$ cat config.mk
export PLATFORM = sky130hd
export DESIGN_NAME = bcd_cascade_display
export DESIGN_NICKNAME = d
export VERILOG_FILES = /design/src/rtl/bcd_cascade_display.sv
export SDC_FILE = /design/constraint.sdc
export NUM_CORES = 1
export LEC_CHECK = 0
export CAP_MARGIN = 5
export CORE_MARGIN = 5
export CORE_UTILIZATION = 25
export CTS_BUF_LIST = sky130_fd_sc_hd__clkbuf_16
export DETAILED_ROUTE_END_ITERATION = 12
export PLACE_DENSITY = 0.49
export SYNTH_ARGS = -nofsm -noshare
export SYNTH_HDL_FRONTEND = slang
export SYNTH_SLANG_ARGS = --single-unit
$ cat constraint.sdc
create_clock -name clk -period 2.6 [get_ports clk]
set_clock_uncertainty 0.1 [all_clocks]
set_input_delay 0.52 -clock clk [delete_from_list [all_inputs] [get_ports clk]]
set_output_delay 0.52 -clock clk [all_outputs]
set_load 0.02 [all_outputs]
$ cat src/rtl/bcd_cascade_display.sv
// Synchronises and filters a ripple-counter BCD units digit, cascades decade rollovers
// into upper BCD digits and scans the full count onto an active-low 7-segment display.
// Optional build macro: LEADING_ZERO_BLANK_EN blanks leading zero upper digits.
module bcd_cascade_display #(
   parameter int unsigned NUM_DIGITS = 4,
   parameter int unsigned STABLE_CYC = 2,
   parameter int unsigned SCAN_DIV   = 1000
) (
   input  logic                    clk,
   input  logic                    rstn,
   input  logic [3:0]              units_in,
   input  logic                    clr,
   output logic [4*NUM_DIGITS-1:0] bcd_out,
   output logic                    carry_out,
   output logic                    ovf,
   output logic                    bcd_err,
   output logic [NUM_DIGITS-1:0]   an,
   output logic [6:0]              seg
);

   localparam int unsigned CNT_W  = $clog2(STABLE_CYC + 1);
   localparam int unsigned SCAN_W = $clog2(SCAN_DIV);
   localparam int unsigned IDX_W  = $clog2(NUM_DIGITS);

   logic [3:0]            s1, s2, cand;
   logic [CNT_W-1:0]      cnt, cnt_nxt_c;
   logic                  accept_c, units_load_c, wrap_c;
   logic [NUM_DIGITS:1]   carry_c;
   logic [4*NUM_DIGITS-1:0] bcd_nxt_c;
   logic [SCAN_W-1:0]     scan_cnt;
   logic [IDX_W-1:0]      idx;
   logic [3:0]            sel_dig_c;
   logic                  blank_c;

   // Active-low {g,f,e,d,c,b,a} decode of one BCD digit
   function automatic logic [6:0] seg_decode(input logic [3:0] d);
      case (d)
         4'd0:    seg_decode = 7'h40;
         4'd1:    seg_decode = 7'h79;
         4'd2:    seg_decode = 7'h24;
         4'd3:    seg_decode = 7'h30;
         4'd4:    seg_decode = 7'h19;
         4'd5:    seg_decode = 7'h12;
         4'd6:    seg_decode = 7'h02;
         4'd7:    seg_decode = 7'h78;
         4'd8:    seg_decode = 7'h00;
         4'd9:    seg_decode = 7'h10;
         default: seg_decode = 7'h7F;
      endcase
   endfunction

   // Two-flop synchroniser plus stability filter state
   always_ff @(posedge clk or negedge rstn) begin
      if (!rstn) begin
         s1   <= 4'd0;
         s2   <= 4'd0;
         cand <= 4'd0;
         cnt  <= '0;
      end else begin
         s1   <= units_in;
         s2   <= s1;
         cand <= s2;
         cnt  <= cnt_nxt_c;
      end
   end

   // Acceptance fires on the edge where the run length reaches STABLE_CYC, once per run
   always_comb begin
      cnt_nxt_c = cnt;
      if (s2 != cand)
         cnt_nxt_c = CNT_W'(1);
      else if (cnt != CNT_W'(STABLE_CYC))
         cnt_nxt_c = cnt + CNT_W'(1);
      accept_c = (cnt_nxt_c == CNT_W'(STABLE_CYC)) &&
                 ((s2 != cand) || (cnt != CNT_W'(STABLE_CYC)));
      units_load_c = accept_c && (s2 <= 4'd9) && (s2 != bcd_out[3:0]);
      wrap_c       = units_load_c && (bcd_out[3:0] == 4'd9) && (s2 == 4'd0);
   end

   // Single-cycle carry cascade through the upper digits; clr overrides it
   always_comb begin
      bcd_nxt_c  = bcd_out;
      carry_c    = '0;
      carry_c[1] = wrap_c;
      if (units_load_c)
         bcd_nxt_c[3:0] = s2;
      for (int k = 1; k < int'(NUM_DIGITS); k++) begin
         if (carry_c[k]) begin
            if (bcd_out[4*k +: 4] == 4'd9) begin
               bcd_nxt_c[4*k +: 4] = 4'd0;
               carry_c[k+1]        = 1'b1;
            end else begin
               bcd_nxt_c[4*k +: 4] = bcd_out[4*k +: 4] + 4'd1;
            end
         end
      end
      if (clr)
         bcd_nxt_c[4*NUM_DIGITS-1:4] = '0;
   end

   // Count, carry pulse and sticky flags
   always_ff @(posedge clk or negedge rstn) begin
      if (!rstn) begin
         bcd_out   <= '0;
         carry_out <= 1'b0;
         ovf       <= 1'b0;
         bcd_err   <= 1'b0;
      end else begin
         bcd_out   <= bcd_nxt_c;
         carry_out <= carry_c[NUM_DIGITS] && !clr;
         if (clr)
            ovf <= 1'b0;
         else if (carry_c[NUM_DIGITS])
            ovf <= 1'b1;
         if (clr)
            bcd_err <= 1'b0;
         else if (accept_c && (s2 > 4'd9))
            bcd_err <= 1'b1;
      end
   end

   // Digit selected for the current scan slot
   always_comb begin
      sel_dig_c = 4'd0;
      for (int k = 0; k < int'(NUM_DIGITS); k++) begin
         if (idx == IDX_W'(k))
            sel_dig_c = bcd_out[4*k +: 4];
      end
   end

`ifdef LEADING_ZERO_BLANK_EN
   logic [NUM_DIGITS-1:1] lz_c;

   // lz_c[k]: digit k and every digit above it are zero; units never blank
   always_comb begin
      lz_c = '0;
      lz_c[NUM_DIGITS-1] = (bcd_out[4*NUM_DIGITS-1 -: 4] == 4'd0);
      for (int k = int'(NUM_DIGITS) - 2; k >= 1; k--)
         lz_c[k] = (bcd_out[4*k +: 4] == 4'd0) && lz_c[k+1];
      blank_c = 1'b0;
      for (int k = 1; k < int'(NUM_DIGITS); k++) begin
         if (idx == IDX_W'(k))
            blank_c = lz_c[k];
      end
   end
`else
   assign blank_c = 1'b0;
`endif

   // Scan timing and registered anode/segment drive
   always_ff @(posedge clk or negedge rstn) begin
      if (!rstn) begin
         scan_cnt <= '0;
         idx      <= '0;
         an       <= '1;
         seg      <= 7'h7F;
      end else begin
         if (scan_cnt == SCAN_W'(SCAN_DIV - 1)) begin
            scan_cnt <= '0;
            if (idx == IDX_W'(NUM_DIGITS - 1))
               idx <= '0;
            else
               idx <= idx + IDX_W'(1);
         end else begin
            scan_cnt <= scan_cnt + SCAN_W'(1);
         end
         an  <= ~(NUM_DIGITS'(1) << idx);
         seg <= blank_c ? 7'h7F : seg_decode(sel_dig_c);
      end
   end

endmodule
; Yosys cells after proc, flatten, opt, wreduce, memory -nomap -nowiden
; Memory sizes are Yosys's and may differ from the RTL's. A register that Yosys moved wholly into a read port is not among the register bits.
; Cells that the tools add are included.
[totals]
regBits = 49
input_bits = 7
romBits = 112
word_cells = 79
output_inout_bits = 30
memories = 1
[memory_table]
columns = name, depth, word_bits, read_ports, rd_clocked_by_memory_dff, wr, line_no
row1 = (name not given), 16, 7, 1, 1, 0, 37  ; case (d)
[classes]
reduce_logical = 17
eq_ne = 12
n_lt_le_gt_ge = 2
n_mux = 25
bitwise_logic = 1
n_addsub = 6
n_shift = 1
[op_table]
columns = operator, n
row1 = 4-bit two-way mux, 10
row2 = 4-bit == test (second input constant), 4
row3 = 4-bit by 1-bit adder with 4-bit output (second input constant), 3
row4 = 12-bit two-way mux, 1
row5 = 10-bit by 1-bit adder with 10-bit output (second input constant), 1
row6 = 10-bit == test (second input constant), 1
row7 = 1-bit two-way mux, 10
row8 = 10-bit two-way mux, 1
row9 = 2-bit nonzero test, 5
row10 = 4-bit inequality test, 2
row11 = 1-bit logical AND, 7
row12 = 2-bit == test (second input constant), 3
row13 = 2-bit two-way mux, 3
row14 = 2-bit by 1-bit adder with 2-bit output (second input constant), 2
row15 = 4-bit > comparator (second input constant), 1
row16 = 4-bit less-or-equal comparator (second input constant), 1
row17 = 4-bit logical NOT, 1
row18 = 4-bit inverter, 1
row19 = 1-bit by 2-bit << shifter with 4-bit output (first input constant), 1
row20 = 2-bit by 1-bit == test with 1-bit output (second input constant), 1
row21 = 1-bit logical NOT, 2
row22 = 2-bit logical NOT, 1
row23 = 2-bit inequality test (second input constant), 1
row24 = 1-bit logical OR, 1

; Depth between registers and ports, before layout
[depth]
word_depth = 14
mapped_depth = 11
depth_no_buf = 10

; Worst setup path before layout
; OpenSTA, ideal clock, no wires.
[synth_timing]
path_kind = register to register
start = reg idx[1]
end = reg seg[4]
setup_slack_ns = 0.384
stages_incl_launch_ff = 10
arrival_time_ns = 2.033
synth_period_minus_slack_ns = 2.216
n_path_buf = 1
t_required_ns = 2.417
setup_time_ns = 0.083
cell_sequence = dfrtp_1 > inv_1 > ha_1 > clkbuf_1 > a211oi_1 > a211oi_2 > inv_1 > ha_1 > mux2_2 > a22oi_1
[synth_between]
elab_chain_cells = 5
elab_cells_between_ends = 8
classes_between = eq/ne: 3 / mux: 4 / reduce/logical: 1
[synth_rtl]
columns = item, line_no
row1 = start: declaration, 31  ; logic [IDX_W-1:0] idx;
row2 = start signal: assignment, 163  ; idx <= idx + IDX_W'(1);
row3 = 2-bit logical NOT, 126  ; if (idx == IDX_W'(k))
row4 = 4-bit two-way mux (3 in a row), 126
row5 = 4-bit two-way mux *, 126
row6 = end: declaration, 18  ; output logic [6:0] seg
; Mark *: on every way between the ends. The rest lies on a longest branch, timed or not.
; A chain may end at the register's enable or synchronous reset.

; Final worst setup path
[layout_timing]
start = reg idx[0]
end = reg seg[0]
; The elaborated chain is that of the path after synthesis.

==> flow_metrics.py <==
metrics = {
    "drt": {
        "avgRoutedWirePerCell_um": 13.4,
        "wl_met1_um": 2830,
        "post_drt_via_cell_ratio": 4.39,
        "drc_errors": 0,
        "wl_met3_um": 375,
        "vias": 1931,
        "wl_um": 5890,
        "dr.pass1.iters": 4,
        "top_layer_used": "met4",
        "drt_iter0_drc": 77,
        "wl_met2_um": 2610,
        "postRouteAntennaNets": 0,
    },
    "clock_tree": {
        "post_cts_resize_count": 0,
        "worstSkewPairLatency_ns": 0.29,
        "cts_tree": "built",
        "ctsLongestPathBuffers": 2,
        "clkTransAtPathRegs_ns": 0.07,
        "ctsHoldBuffers": 0,
        "post_cts_buffers": 0,
        "cts.sinks": 56,
        "cts-root-buf": "clkbuf_16",
        "cts_made_buffers": 5,
        "cts_max_level": 2,
    },
    "logic_synthesis": {
        "yosysWarnings": 0,
        "synth.mux.area_fraction": 0.0322,
        "synth_commonest_cells": "dfrtp_1 (45), a21oi_1 (19), inv_1 (19), nor2_1 (19), ha_1 (18)",
        "yosysTopAreaCell": "dfrtp_1",
        "synthSimpleGateAreaFrac": 0.186,
        "synth_adder_area_share": 0.0816,
        "synth_top_area_frac": 0.408,
        "yosysMostFrequentCell": "dfrtp_1",
        "synth.cell_area_um2": 2760,
        "synth_edf_count": 0,
        "synth_nets": 279,
        "avgSynthCellArea_um2": 10.9,
        "yosys.cell_types.count": 48,
        "synth-seq-area-share": 0.513,
        "synth_top_family_by_area": "simple AND/OR/NAND/NOR gates",
        "synth_compound_area_frac": 0.108,
        "ys_ff_latch": 56,
        "synthCells": 254,
        "ys_async_sr_fraction": 1.00,
        "synth_flop_cell": "dfrtp_1",
        "synthXorXnorAreaFrac": 0.0444,
        "synth.area.top_cells": "dfrtp_1 (41%), dfstp_2 (10%), ha_1 (8.2%), xor2_1 (3.5%), a21oi_1 (3.4%)",
    },
    "critical_path": {
        "timing.critical_path.mode_cell": "ha_1",
        "end_kind": "flop",
        "start_kind": "flop",
        "crit_fanout": 12,
        "crit_type": "reg -> reg",
        "arrival_ns": 2.42,
        "crit_slowest_cell": "dfrtp_1",
        "cp_num_buf_inv": 2,
        "max_stage_delay_ns": 0.42,
        "path_delay_family": "compound AO/OA/AOI/OAI gates",
        "worstPathRequired_ns": 2.72,
        "cp-startpoint": "idx[0]$_DFFE_PN0N_",
        "reg2reg_from": "idx[0]$_DFFE_PN0N_",
        "crit_chain": "ha_1, a211oi_1, o21ai_0, o311ai_0, buf_4, inv_1, ha_1, nor2_1, o21a_1, a21oi_1",
    },
    "pwr": {
        "p_sw_frac": 0.309,
        "power_frac_comb": 0.317,
        "peakVddDrop_v": 0.000288,
        "power_density_nw_per_um2": 734,
        "internal-power_mw": 1.75,
        "p_leak_nw": 1.43,
        "clkPwrFrac": 0.254,
        "netSwitchingPower_uw": 785,
        "p_seq_frac": 0.429,
    },
    "placement": {
        "gp_congestion": 0.818,
        "place_hpwl_um": 4180,
        "port_buffers": 36,
        "placedCellCount": 432,
    },
    "grt": {
        "grt_overflow": 0,
        "antenna_found_initial": 0,
        "grt_pass1_wl_um": 9850,
        "grt_pass1_vias": 1916,
        "grt_max_degree": 57,
        "gr-usage-all-layers": 0.0926,
    },
    "layout": {
        "diodes": 0,
        "final_nets": 324,
        "area_growth_syn_to_layout_pct": 25.4,
        "seq_area_um2": 1420,
        "drive_gt1_frac": 0.137,
        "fin_cells": 440,
        "multi_input_area_um2": 1250,
        "nFillCells": 1134,
    },
    "die": {
        "ios": 37,
        "die_x_um": 115,
        "rows": 38,
        "die_h_um": 115,
        "die_area_um2": 13200,
        "coreArea_um2": 10800,
        "start_util": 0.255,
    },
    "run": {
        "max_cap_violations": 0,
    },
    "timing": {
        "rsz0062_at_grt": "no",
        "tightest_slew_ns": 0.576,
        "finalSetupViolCount": 0,
        "hold_viol_final": 0,
        "maxSlewViolCount": 0,
        "min_period_ns": 2.31,
        "maxSlewHeadroom": 0.615,
        "tns_ns": 0,
        "period_share": 0.888,
        "fmax_mhz": 433,
    },
    "outcome": {
        "status": "finished clean",
    },
    "hold_path": {
        "min_path_type": "in -> async",
    },
}
-- power by group through the flow --
stage	clock network (mW)	registers, mW	logic [mW]
floorplan	0	1.20	0.363
global placement	0	1.10	0.817
detailed placement	0	1.11	0.817
CTS	0.668	1.09	0.822
global route	0.710	1.11	0.889
finish	0.645	1.09	0.806
-- per-layer routing --
layer | global-route usage | vias up
met3 | 0.0279 | 9
met2 | 0.141 | 40
met4 | 0.0297 | 0
met1 | 0.126 | 912
met5 | 0 | -
li1 | - | 970
-- registers in the layout, indices dropped and copies added, names as in the netlist, 4 cells and up --
name      flops
bcd_out      16
s1            4
s2            4
seg           7
an            4
scan_cnt     10
cand          4
-- placed cells by master (no fill, tap or decap), drive strengths merged, types with 2 or more instances in the layout --
master and count:
a21oi 19, xnor2 3, nor4 3, nand2 15, and3 2, o21ai 12, clkbuf 5, a22oi 2
buf 7, xor2 11, nor2 19, or4 6, dfrtp 45, clkdlybuf4s50 35, nand3b 4, dfstp 11
nor3b 3, nor2b 7, or3 6, nand3 9, o21a 3, nand4 3, mux2 7, a211oi 5
and2 3, inv 21, ha 18
-- cell families after synthesis --
| logic type | after synthesis |
|---|---|
| AOI/OAI and AO/OA | 48 |
| xor gates and xnor gates | 14 |
| adders and majority gates | 18 |
| buffers and inverters | 23 |
| DFF | 56 |
| muxes | 8 |
| and+or+nand+nor | 87 |
-- per-stage QoR --
stage	area, um^2	util	power [mW]	hold WS [ns]	worst slack, ns
final	3460	0.319	2.54	0.111	0.291
after global routing	3460	0.319	2.71	0.147	0.0946
after CTS	3460	0.319	2.58	0.137	0.243
after detailed placement	3320	0.307	1.92	0.236	0.251
after global placement	3320	0.307	1.92	0.232	0.302
after floorplan	2760	-	1.56	0.124	0.384
-- path summary, 6_finish.rpt --
check                                    to  slack (ns)  cells after the start
max reg2reg                seg[0]$_DFF_PN1_        0.29                     10
min in group clk            s2[3]$_DFF_PN0_        0.25                      0
min reg2reg                 s2[3]$_DFF_PN0_        0.25                      0
max in group asynchronous  seg[3]$_DFF_PN1_        1.97                      2
min                         s1[0]$_DFF_PN0_        0.11                      2
max                        seg[0]$_DFF_PN1_        0.29                     10
-- cell type report --
cell class | count | area share
tap | 140 | 0.0506
clock buffer | 5 | 0.0362
sequential | 56 | 0.409
clock inverter | 3 | 0.00325
timing repair buffer | 42 | 0.119
inverter | 19 | 0.0206
multi-input combinational | 175 | 0.361
-- worst register-to-register path: cells and delay by family, from the launching register on --
| family | cells | cell delay, ns |
|---|---|---|
| fa+ha+maj | 2 | 0.54 |
| buf+inv | 2 | 0.28 |
| compound gates | 5 | 0.80 |
| flops | 1 | 0.42 |
| simple gates | 1 | 0.11 |
(Power assumes the default switching activity.)
